<file path="config.mk">
export PLATFORM = sky130hd
export DESIGN_NAME = joy_analog_cond
export DESIGN_NICKNAME = d
export VERILOG_FILES = /design/src/rtl/joy_analog_cond.sv
export SDC_FILE = /design/constraint.sdc
export NUM_CORES = 1
export LEC_CHECK = 0
export ABC_AREA = 1
export CORE_MARGIN = 2
export CORE_UTILIZATION = 41
export CTS_BUF_LIST = sky130_fd_sc_hd__clkbuf_8 sky130_fd_sc_hd__clkbuf_16
export DETAILED_ROUTE_END_ITERATION = 8
export PLACE_DENSITY = 0.95
export REMOVE_ABC_BUFFERS = 1
export SLEW_MARGIN = 20
export SYNTH_ARGS = -nofsm -noshare
export SYNTH_HDL_FRONTEND = slang
export SYNTH_SLANG_ARGS = --single-unit
</file>
<file path="constraint.sdc">
create_clock -name clk_sys -period 4.3 [get_ports clk_sys]
set_input_delay 0.86 -clock clk_sys [delete_from_list [all_inputs] [get_ports clk_sys]]
set_output_delay 0.86 -clock clk_sys [all_outputs]
set_load 0.05 [all_outputs]
</file>
<file path="src/rtl/joy_analog_cond.sv">
`default_nettype none
// +--------------------------------------------------------------------------+
// | Module   : joy_analog_cond                                               |
// | Desc     : Analog-stick to 4-way direction conditioner with hysteresis,  |
// |            last-active player tracking and coin pulse stretching.        |
// | Revision : 1.0  initial release                                          |
// +--------------------------------------------------------------------------+
module joy_analog_cond #(
    parameter int NPLAYERS     = 2,
    parameter int DEADZONE     = 32,
    parameter int HYST         = 8,
    parameter int COIN_STRETCH = 16,
    parameter int PW           = (NPLAYERS > 1) ? $clog2(NPLAYERS) : 1
) (
    input  logic                  clk_sys,
    input  logic                  reset_n,
    input  logic [NPLAYERS*32-1:0] joy_dig,
    input  logic [NPLAYERS*16-1:0] joy_ana,
    output logic [NPLAYERS*4-1:0]  dir_out,
    output logic                  coin_out,
    output logic [PW-1:0]         active_player,
    output logic                  any_active
);

    localparam logic [1:0] c_CENTER = 2'd0;
    localparam logic [1:0] c_POS    = 2'd1;
    localparam logic [1:0] c_NEG    = 2'd2;

    localparam logic signed [8:0] c_ENGAGE  = 9'(DEADZONE);
    localparam logic signed [8:0] c_RELEASE = 9'(DEADZONE - HYST);
    localparam int                c_CW      = $clog2(COIN_STRETCH + 1);

    logic [2*NPLAYERS-1:0] w_pos;
    logic [2*NPLAYERS-1:0] w_neg;
    logic [NPLAYERS*4-1:0] w_dir_nx;
    logic [NPLAYERS-1:0]   w_act;
    logic [NPLAYERS-1:0]   w_coin_bits;
    logic [PW-1:0]         w_lowest;
    logic                  w_any;
    logic                  w_coin_any;
    logic                  w_coin_rise;
    logic [c_CW-1:0]       w_cnt_nx;

    logic                  r_coin_prev;
    logic [c_CW-1:0]       r_cnt;

    // Axis i belongs to player i/2; even i is X, odd i is Y.
    for (genvar i = 0; i < 2 * NPLAYERS; i++) begin : g_axis
        logic signed [8:0] w_v;
        logic [1:0]        r_st;
        logic [1:0]        w_nx;

        assign w_v = {joy_ana[8*i+7], joy_ana[8*i +: 8]};

        always_comb begin
            w_nx = r_st;
            case (r_st)
                c_POS: begin
                    if (w_v <= -c_ENGAGE)     w_nx = c_NEG;
                    else if (w_v < c_RELEASE) w_nx = c_CENTER;
                end
                c_NEG: begin
                    if (w_v >= c_ENGAGE)       w_nx = c_POS;
                    else if (w_v > -c_RELEASE) w_nx = c_CENTER;
                end
                default: begin
                    if (w_v >= c_ENGAGE)       w_nx = c_POS;
                    else if (w_v <= -c_ENGAGE) w_nx = c_NEG;
                    else                       w_nx = c_CENTER;
                end
            endcase
        end

        always_ff @(posedge clk_sys or negedge reset_n) begin
            if (!reset_n) r_st <= c_CENTER;
            else          r_st <= w_nx;
        end

        assign w_pos[i] = (w_nx == c_POS);
        assign w_neg[i] = (w_nx == c_NEG);
    end

    for (genvar p = 0; p < NPLAYERS; p++) begin : g_player
        assign w_dir_nx[4*p +: 4] = {w_neg[2*p+1], w_pos[2*p+1], w_neg[2*p], w_pos[2*p]}
                                  | joy_dig[32*p +: 4];
        assign w_act[p]       = (|joy_dig[32*p +: 32]) | w_pos[2*p] | w_neg[2*p]
                              | w_pos[2*p+1] | w_neg[2*p+1];
        assign w_coin_bits[p] = joy_dig[32*p+7];
    end

    // Descending scan so the lowest active index is the last one written.
    always_comb begin
        w_lowest = '0;
        for (int p = NPLAYERS - 1; p >= 0; p--) begin
            if (w_act[p]) w_lowest = PW'(p);
        end
    end

    assign w_any       = |w_act;
    assign w_coin_any  = |w_coin_bits;
    assign w_coin_rise = w_coin_any & ~r_coin_prev;
    assign w_cnt_nx    = w_coin_rise     ? c_CW'(COIN_STRETCH) :
                         (r_cnt != '0)   ? r_cnt - 1'b1        : '0;

    always_ff @(posedge clk_sys or negedge reset_n) begin
        if (!reset_n) begin
            dir_out       <= '0;
            coin_out      <= 1'b0;
            active_player <= '0;
            any_active    <= 1'b0;
            r_coin_prev   <= 1'b0;
            r_cnt         <= '0;
        end else begin
            dir_out     <= w_dir_nx;
            any_active  <= w_any;
            r_coin_prev <= w_coin_any;
            r_cnt       <= w_cnt_nx;
            coin_out    <= (w_cnt_nx != '0);
            if (w_any) active_player <= w_lowest;
        end
    end

endmodule
`default_nettype wire

</file>
==> flow_summary.yaml, run 1 <==
floorplanning:
  dieArea_um2: 4950
  rows: 24
  core_um2: 4290
  die_y_um: 70.4
  pin_count: 109
  start_util_pct: 42.1
  die_x_um: 70.4
placed_design:
  io_buffers: 108
  place_congestion: 0.856
  dp_hpwl_um: 4170
  pre_cts_ws_ns: 1.84
  place_area_um2: 2950
sta:
  relSlewSlack_pct: 64.5
  maxSlewViolCount: 0
  setup_ws_ns: 2.00
  setup_viol: 0
  clock_skew_ns: 0.00130
  hold_viol: 0
  rsz0062_at_grt: "no"
  tightest_slew_ns: 0.531
  fin_crit_ns: 2.30
  fmaxAchievable_mhz: 435
  setup-tns-final_ns: 0
  period_share_pct: 53.5
power:
  power_density_nw_per_um2: 393
  combPwrFrac_pct: 58.5
  power.leakage_nw: 1.45
  vdd_drop_max_uv: 181
  p_int_uw: 664
  p_seq_share_pct: 30.1
  power_frac_clock_pct: 11.4
  swShare_pct: 43.5
  p_switching_uw: 511
critical_path:
  crit_cells: 1
  reg2reg_depth: 15
  cp.arrival_ns: 1.44
  cp_max_fo: 2
  cp_slowest_stage_delay_ns: 0.82
  path_cells: "clkdlybuf4s50_1"
  crit_buf_inv: 1
  slowest_stage: "clkdlybuf4s50_1"
  path_delay_family: "buffers and inverters"
  path_class: "flip-flop to output port"
  rrSetupSlack_ns: 2.61
  startpoint_type: "flip-flop"
  timing.rr.end: "active_player$_DFFE_PN0P_"
  required_ns: 3.44
  critPathCapture: "active_player"
  reg2reg_from: "g_axis[3].r_st[1]$_DFF_PN0_"
  end_kind: "output port"
  cp-startpoint: "active_player$_DFFE_PN0P_"
routing:
  wirelength_um: 4710
  dr_total_vias: 2112
  drcViolationCount: 0
  vias_per_cell: 4.82
  drt_iter0_markers: 46
  ant_nets: 0
  wire_per_inst_um: 10.7
  first_pass_iters: 6
yosys:
  synth.distinct_cells: 25
  yosys_warnings: 0
  syn_inst: 274
  synth_top_area_cell: "dfrtp_1"
  ys_ff_latch: 25
  ys_top_cells_by_area: "dfrtp_1 35%, nand2_1 14%, inv_1 11%"
  netlist_area_um2: 1810
  yosys.area.top_type_share_pct: 34.6
  yosysSeqAreaShare_pct: 34.6
  syn-mean-instance-area_um2: 6.59
clock_tree:
  cts_sinks: 25
  insertion_delay_ns: 0.26
  cts-htree-levels: 1
  cts_resized: 0
  cts_buffers: 3
  postCtsSetupRepairBufs: 0
  holdBufCountCts: 0
  cts_buffer_depth: 2
  cts-root-buf: "clkbuf_8"
  clk_pin_slew_ns: 0.08
  cts_tree: "done"
grt:
  grt_pass1_wl_um: 8030
  grt_overflow: 0
  grt_use_total_pct: 19.5
  grt_max_degree: 26
  grt_antenna_before_repair: 0
  grt_pass1_vias: 2133
layout:
  n_antenna_cell: 0
  drive_gt1_share_pct: 4.15
  area_delta_synth_final_pct: 65.7
  fin_util_pct: 69.7
  design_area_um2: 2990
  layout.nets: 495
job:
  drv_cap: 0
status:
  status: "completed"
min_path:
  hp-class: "flip-flop to flip-flop"
flip-flops by register name, indices dropped and copies added, names as in the netlist:
register and count:
dir_out 8, active_player 1, g_axis.r_st 8, any_active 1, r_coin_prev 1, coin_out 1
r_cnt 5
power by group through the flow:
stage	registers, mW	clock network (mW)	logic, mW
floorplan	0.442	0	0.376
global placement	0.355	0	0.673
detailed placement	0.359	0	0.693
CTS	0.355	0.136	0.696
global route	0.364	0.144	0.782
finish	0.354	0.134	0.688
kinds of logic (layout without fill, tap and decap cells):
logic type / after synthesis / after routing / share of synthesized area (%)
AND/OR/NAND/NOR: 166 / 166 / 40.4
buffers and inverters: 55 / 167 / 11.4
flip-flops: 25 / 25 / 34.6
AO/OA/AOI/OAI: 16 / 16 / 5.68
adder cells (fa/ha/maj): 10 / 10 / 6.93
XOR/XNOR: 2 / 2 / 0.970
layer usage:
layer / up-vias / part of all wire (%) / GRT usage, %
li1: 1086 / - / -
met1: 916 / 37 / 19.5
met2: 103 / 51 / 39.0
met3: 7 / 11 / 4.18
met4: 0 / 1.6 / 6.41
met5: - / 0 / 0
area by class of cell:
| class | count | area, um2 |
|---|---|---|
| flip-flops and latches | 25 | 626 |
| clock inverters | 1 | 3.75 |
| multi-input cells | 194 | 975 |
| fillers | 364 | 1300 |
| well taps | 52 | 65.1 |
| clock buffers | 3 | 41.3 |
| inverters | 55 | 206 |
| repair buffers | 108 | 1080 |
cells in the mapped netlist:
cell       instances
nand2_1           65
xnor2_1            2
ha_1              10
a211oi_1           1
o21a_1             1
nor4_1            12
nand3_1           22
nand4_1            4
a21o_1             1
nor2_2             1
dfrtp_1           25
a31o_2             1
o21ai_1            2
nand3b_1           1
nor2_4             1
o21ai_2            1
o21ai_0            4
nor2_1            50
nand3_2            1
nand2_2            6
inv_1             55
o2111ai_1          1
a21oi_2            1
a21oi_1            3
nor3_1             3
stage by stage:
| stage | total power [mW] | hold WS, ns | std cells |
|---|---|---|---|
| floorplan | 0.818 | 0.440 | 274 |
| global placement | 1.03 | 0.460 | 434 |
| detailed placement | 1.05 | 0.471 | 434 |
| CTS | 1.19 | 0.482 | 438 |
| global route | 1.29 | 0.520 | 438 |
| finish | 1.18 | 0.479 | 438 |
cells in the final DEF (no fill, tap or decap):
cell type | synthesis | layout
o21ai_0 | 4 | 4
nor2_2 | 1 | 1
nand2_2 | 6 | 6
nand3_2 | 1 | 1
a31o_2 | 1 | 1
a21oi_2 | 1 | 1
nand4_1 | 4 | 4
o21ai_2 | 1 | 1
buf_2 | 0 | 1
nor4_1 | 12 | 12
o21a_1 | 1 | 1
nand3_1 | 22 | 22
dfrtp_1 | 25 | 25
nor2_4 | 1 | 1
a21o_1 | 1 | 1
o2111ai_1 | 1 | 1
xnor2_1 | 2 | 2
clkdlybuf4s50_1 | 0 | 107
a211oi_1 | 1 | 1
nor3_1 | 3 | 3
ha_1 | 10 | 10
a21oi_1 | 3 | 3
inv_1 | 55 | 56
o21ai_1 | 2 | 2
nand3b_1 | 1 | 1
nor2_1 | 50 | 50
nand2_1 | 65 | 65
clkbuf_8 | 0 | 3
how the worst min path moves through the flow:
stage                       startpoint            endpoint  cells past startpoint
global route        r_cnt[0]$_DFF_PN0_  r_cnt[0]$_DFF_PN0_                      1
floorplan           r_cnt[0]$_DFF_PN0_  r_cnt[0]$_DFF_PN0_                      1
CTS                 r_cnt[0]$_DFF_PN0_  r_cnt[0]$_DFF_PN0_                      1
detailed placement  r_cnt[0]$_DFF_PN0_  r_cnt[0]$_DFF_PN0_                      1
finish              r_cnt[0]$_DFF_PN0_  r_cnt[0]$_DFF_PN0_                      1
global placement    r_cnt[0]$_DFF_PN0_  r_cnt[0]$_DFF_PN0_                      1
(Power assumes the default switching activity.)
==> run 2, diff against run 1 <==
CORE_UTILIZATION = 38   (was 41)
PLACE_DENSITY = 0.91   (was 0.95)
clock period = 2.3 ns   (was 4.3 ns; I/O delays follow)
==> run 2 against run 1 <==
  * Hold slack improved by 0.027 ns
  * Highest routed layer unchanged
  * Utilization decreased by 5.1 points
  * Total power up 89%
  * Cell count increased by 0.68%
  * Clock power grew 91%
  * Critical path depth stayed put
  * Die area increased by 7.5%
  * Setup slack lost 1.6 ns
  * Count of clock-buffer cells in the layout unchanged
==> flow_summary.yaml, run 2 (synthesis gave the netlist of run 1 again) <==
status:
  status: "completed"
sta:
  setup-tns-final_ns: 0
  holdWs_ns: 0.506
  fin_crit_ns: 1.89
  setup_viol: 0
  tightest_slew_ns: 0.541
  fmaxAchievable_mhz: 528
  hold_viol: 0
  relSlewSlack_pct: 63.8
  setup_ws_ns: 0.405
  clock_skew_ns: 0.00449
  rsz0062_at_grt: "no"
  maxSlewViolCount: 0
  period_share_pct: 82.4
routing:
  ant_nets: 0
  first_pass_iters: 5
  wirelength_um: 4810
  vias_per_cell: 4.75
  wire_per_inst_um: 10.9
  dr_total_vias: 2095
  drt_iter0_markers: 45
  drcViolationCount: 0
layout:
  layout_common_cells: "108 x clkdlybuf4s50_1, 65 x nand2_1, 55 x inv_1"
  n_antenna_cell: 0
  final_common_cell: "clkdlybuf4s50_1"
  top_regs: "dir_out (8), g_axis.r_st (8), r_cnt (5)"
  layout.nets: 496
  nFillCells: 420
  drive_gt1_share_pct: 4.39
  area_delta_synth_final_pct: 66.7
power:
  vdd_drop_max_uv: 346
  power_density_nw_per_um2: 737
  combPwrFrac_pct: 58.5
  power.leakage_nw: 1.45
  p_switching_uw: 971
  p_int_mw: 1.25
  p_seq_share_pct: 29.9
  finalPower_mw: 2.22
  swShare_pct: 43.8
  power_frac_clock_pct: 11.6
floorplanning:
  die_x_um: 73.0
  rows: 25
  pin_count: 109
  dieArea_um2: 5320
  die_y_um: 73.0
  start_util_pct: 38.8
  core_um2: 4660
critical_path:
  path_cells: "clkdlybuf4s50_1"
  slowest_stage: "clkdlybuf4s50_1"
  cp_max_fo: 2
  required_ns: 1.84
  cp.arrival_ns: 1.43
  path_delay_family: "buffers and inverters"
  end_kind: "output port"
  startpoint_type: "flip-flop"
  path_class: "flip-flop to output port"
  cp_slowest_stage_delay_ns: 0.81
  crit_buf_inv: 1
grt:
  grt_antenna_before_repair: 0
  grt_use_total_pct: 18.7
  grt_pass1_vias: 2102
  grt_pass1_wl_um: 7980
  grt_overflow: 0
  grt_max_degree: 26
job:
  drv_cap: 0
clock_tree:
  clk_pin_slew_ns: 0.09
  cts_sinks: 25
  postCtsSetupRepairBufs: 0
  cts-root-buf: "clkbuf_8"
  cts_resized: 0
  insertion_delay_ns: 0.26
  cts_buffer_depth: 2
  cts-htree-levels: 1
  holdBufCountCts: 0
  cts_buffers: 3
  cts_tree: "done"
placed_design:
  pre_cts_ws_ns: 0.226
  io_buffers: 108
  dp_hpwl_um: 4280
  place_congestion: 0.820
min_path:
  hp-class: "flip-flop to flip-flop"
run 2: cell types whose count changed in the layout (fill, tap and decap cells not counted):
cell and change:
buf_2 -1, clkdlybuf4s50_1 +1, clkinvlp_4 +1, inv_1 -1, buf_4 +1
run 2: worst paths after layout:
path / startpoint / endpoint / slack [ns] / depth (start not counted)
max: active_player$_DFFE_PN0P_ / active_player / 0.41 / 1
min: r_cnt[0]$_DFF_PN0_ / r_cnt[0]$_DFF_PN0_ / 0.51 / 1
max reg2reg: g_axis[0].r_st[0]$_DFF_PN0_ / active_player$_DFFE_PN0P_ / 0.62 / 11
min reg2reg: r_cnt[0]$_DFF_PN0_ / r_cnt[0]$_DFF_PN0_ / 0.51 / 1
max in group asynchronous: reset_n / r_cnt[0]$_DFF_PN0_ / 1.50 / 2
min in group asynchronous: reset_n / dir_out[6]$_DFF_PN0_ / 0.56 / 2
run 2: final cells by class:
cell class / instances / area, um2 / share of cell area (%)
timing repair buffer: 109 / 1090 / 36.1
clock inverter: 1 / 7.51 / 0.249
sequential: 25 / 626 / 20.8
inverter: 55 / 206 / 6.86
multi-input combinational: 194 / 975 / 32.4
tap: 54 / 67.6 / 2.24
clock buffer: 3 / 41.3 / 1.37
run 2: through the flow:
step           utilization (%)  cell area [um2]  std cells
6_report                  64.6             3010        441
5_1_grt                   64.6             3010        441
4_1_cts                   64.6             3010        441
3_5_place_dp              63.6             2960        437
3_3_place_gp              63.6             2960        437
2_1_floorplan                -             1810        274
run 2: layer usage:
layer	GRT usage, %	wire length (um)
met3	3.04	393
met2	38.4	2580
met4	5.97	39
met5	0	0
met1	18.6	1790
run 2: power by group through the flow:
stage / Sequential, mW / Clock [mW] / Combinational (mW)
2_1_floorplan: 0.826 / 0 / 0.703
3_3_place_gp: 0.665 / 0 / 1.26
3_5_place_dp: 0.675 / 0 / 1.30
4_1_cts: 0.667 / 0.268 / 1.31
5_1_grt: 0.681 / 0.282 / 1.46
6_report: 0.664 / 0.256 / 1.30
==> run 3, diff against run 2 <==
CORE_UTILIZATION = 34   (was 38)
PLACE_DENSITY = 0.86   (was 0.91)
clock period = 1.64 ns   (was 2.3 ns; I/O delays follow)
==> run 3 against run 2 <==
  * Setup slack worse by 0.37 ns
  * Global-route usage is 1.3 points lower
  * Total power is 67% higher
  * Largest power group unchanged
  * Combinational power is 85% higher
  * Non-clock buffer count is 23 higher
  * Cell count is 8.8% higher
  * Final area is 13% higher
  * Sequential share of layout area is 2.5 points lower
  * Clock power is 39% higher
  * Register-to-register slack worse by 0.59 ns
  * Largest cell class unchanged
  * Die area is 11% higher
  * Hold slack worse by 0.083 ns
==> flow_summary.yaml, run 3 (synthesis gave the netlist of run 1 again) <==
clock_tree:
  cts-htree-levels: 1
  cts_buffer_depth: 2
  insertion_delay_ns: 0.26
  cts_buffers: 3
  cts-root-buf: "clkbuf_8"
  cts_tree: "done"
  clk_pin_slew_ns: 0.09
  cts_sinks: 25
  holdBufCountCts: 0
critical_path:
  path_class: "flip-flop to flip-flop"
  startpoint_type: "flip-flop"
  cp.arrival_ns: 1.77
  reg2reg_depth: 13
  cp_max_fo: 2
  required_ns: 1.80
  end_kind: "flip-flop"
status:
  status: "completed"
placed_design:
  dp_hpwl_um: 4410
  pre_cts_ws_ns: -0.303
  dp.cells: 468
  io_buffers: 108
  place_congestion: 0.815
routing:
  drt_iter0_markers: 45
  first_pass_iters: 4
  vias_per_cell: 4.53
  dr_total_vias: 2176
  ant_nets: 0
  wire_per_inst_um: 11.2
  drcViolationCount: 0
  wirelength_um: 5370
grt:
  grt_pass1_wl_um: 8610
  grt_antenna_before_repair: 0
  grt_overflow: 0
  grt_use_total_pct: 17.4
  grt_pass1_vias: 2176
  grt_max_degree: 26
floorplanning:
  start_util_pct: 35.4
  pin_count: 109
  die_x_um: 76.9
  core_um2: 5110
  die_y_um: 76.9
  rows: 26
  dieArea_um2: 5910
min_path:
  hp-class: "input pin to async pin"
sta:
  maxSlewViolCount: 0
  setup-tns-final_ns: 0
  hold_viol: 0
  rsz0062_at_grt: "yes"
  setup_viol: 0
  setup_ws_ns: 0.0318
  period_share_pct: 98.1
  relSlewSlack_pct: 78.8
  fin_crit_ns: 1.61
  holdWs_ns: 0.423
  tightest_slew_ns: 0.318
  fmaxAchievable_mhz: 622
  clock_skew_ns: 0.00726
layout:
  n_antenna_cell: 0
  final_common_cell: "clkdlybuf4s50_1"
  layout_common_cells: "83 x clkdlybuf4s50_1, 51 x nand2_1, 48 x inv_1"
  area_delta_synth_final_pct: 89.1
  final_cells: 480
  drive_gt1_share_pct: 23.7
  top_regs: "dir_out (8), g_axis.r_st (8), r_cnt (5)"
  layout.nets: 519
job:
  drv_cap: 0
power:
  finalPower_mw: 3.71
  power.leakage_nw: 1.70
  vdd_drop_max_uv: 607
  power_density_nw_per_um2: 1090
run 3: power breakdown:
part | total, mW | switching [mW] | internal (mW)
logic | 2.40 | 1.28 | 1.12
registers | 0.952 | 0.130 | 0.822
clock network | 0.355 | 0.186 | 0.169
total | 3.71 | 1.60 | 2.11
run 3: final cells by class:
| cell class | count | area [um2] |
|---|---|---|
| inverter | 55 | 206 |
| clock buffer | 3 | 41.3 |
| timing repair buffer | 132 | 1270 |
| multi-input combinational | 194 | 1180 |
| tap | 70 | 87.6 |
| sequential | 25 | 626 |
| clock inverter | 1 | 5.00 |
| fill | 433 | 1690 |
run 3: path summary, 6_finish.rpt:
| check | endpoint | slack, ns | start |
|---|---|---|---|
| worst max register to register | active_player$_DFFE_PN0P_ | 0.03 | g_axis[3].r_st[1]$_DFF_PN0_ |
| max in group asynchronous | r_coin_prev$_DFF_PN0_ | 0.97 | reset_n |
| worst min register to register | r_cnt[0]$_DFF_PN0_ | 0.49 | r_cnt[0]$_DFF_PN0_ |
| worst max-delay path | active_player$_DFFE_PN0P_ | 0.03 | g_axis[3].r_st[1]$_DFF_PN0_ |
| min in group clk_sys | r_cnt[0]$_DFF_PN0_ | 0.49 | r_cnt[0]$_DFF_PN0_ |
| worst min-delay path | dir_out[7]$_DFF_PN0_ | 0.42 | reset_n |
run 3: stage by stage:
stage | utilization, % | instance area, um2
global placement | 60.1 | 3070
finish | 66.9 | 3420
global route | 66.9 | 3420
floorplan | - | 1810
CTS | 61.3 | 3130
detailed placement | 60.1 | 3070
run 3: critical path, cell delays in order (launching register included):
cell and delay, ns:
dfrtp_1 0.41, buf_6 0.13, buf_4 0.12, buf_4 0.12, nand3_2 0.06, nand2_1 0.05
inv_1 0.05, nand3_2 0.08, nand3_1 0.13, nand2_2 0.08, nor2_4 0.11, nand3_2 0.06
nand2_1 0.05, inv_1 0.03
run 3: metal layers:
| metal | up-vias | global-route usage [%] | wire length, um |
|---|---|---|---|
| li1 | 1128 | - | - |
| met1 | 950 | 17.9 | 1960 |
| met2 | 92 | 34.6 | 2870 |
| met3 | 6 | 3.76 | 472 |
| met4 | 0 | 5.09 | 62 |
| met5 | - | 0 | 0 |
run 3: timing repair:
item                       CTS  global route
gates resized for setup      6            64
setup endpoints to repair    2             3
setup buffers                0             8
pin swaps                    0            19
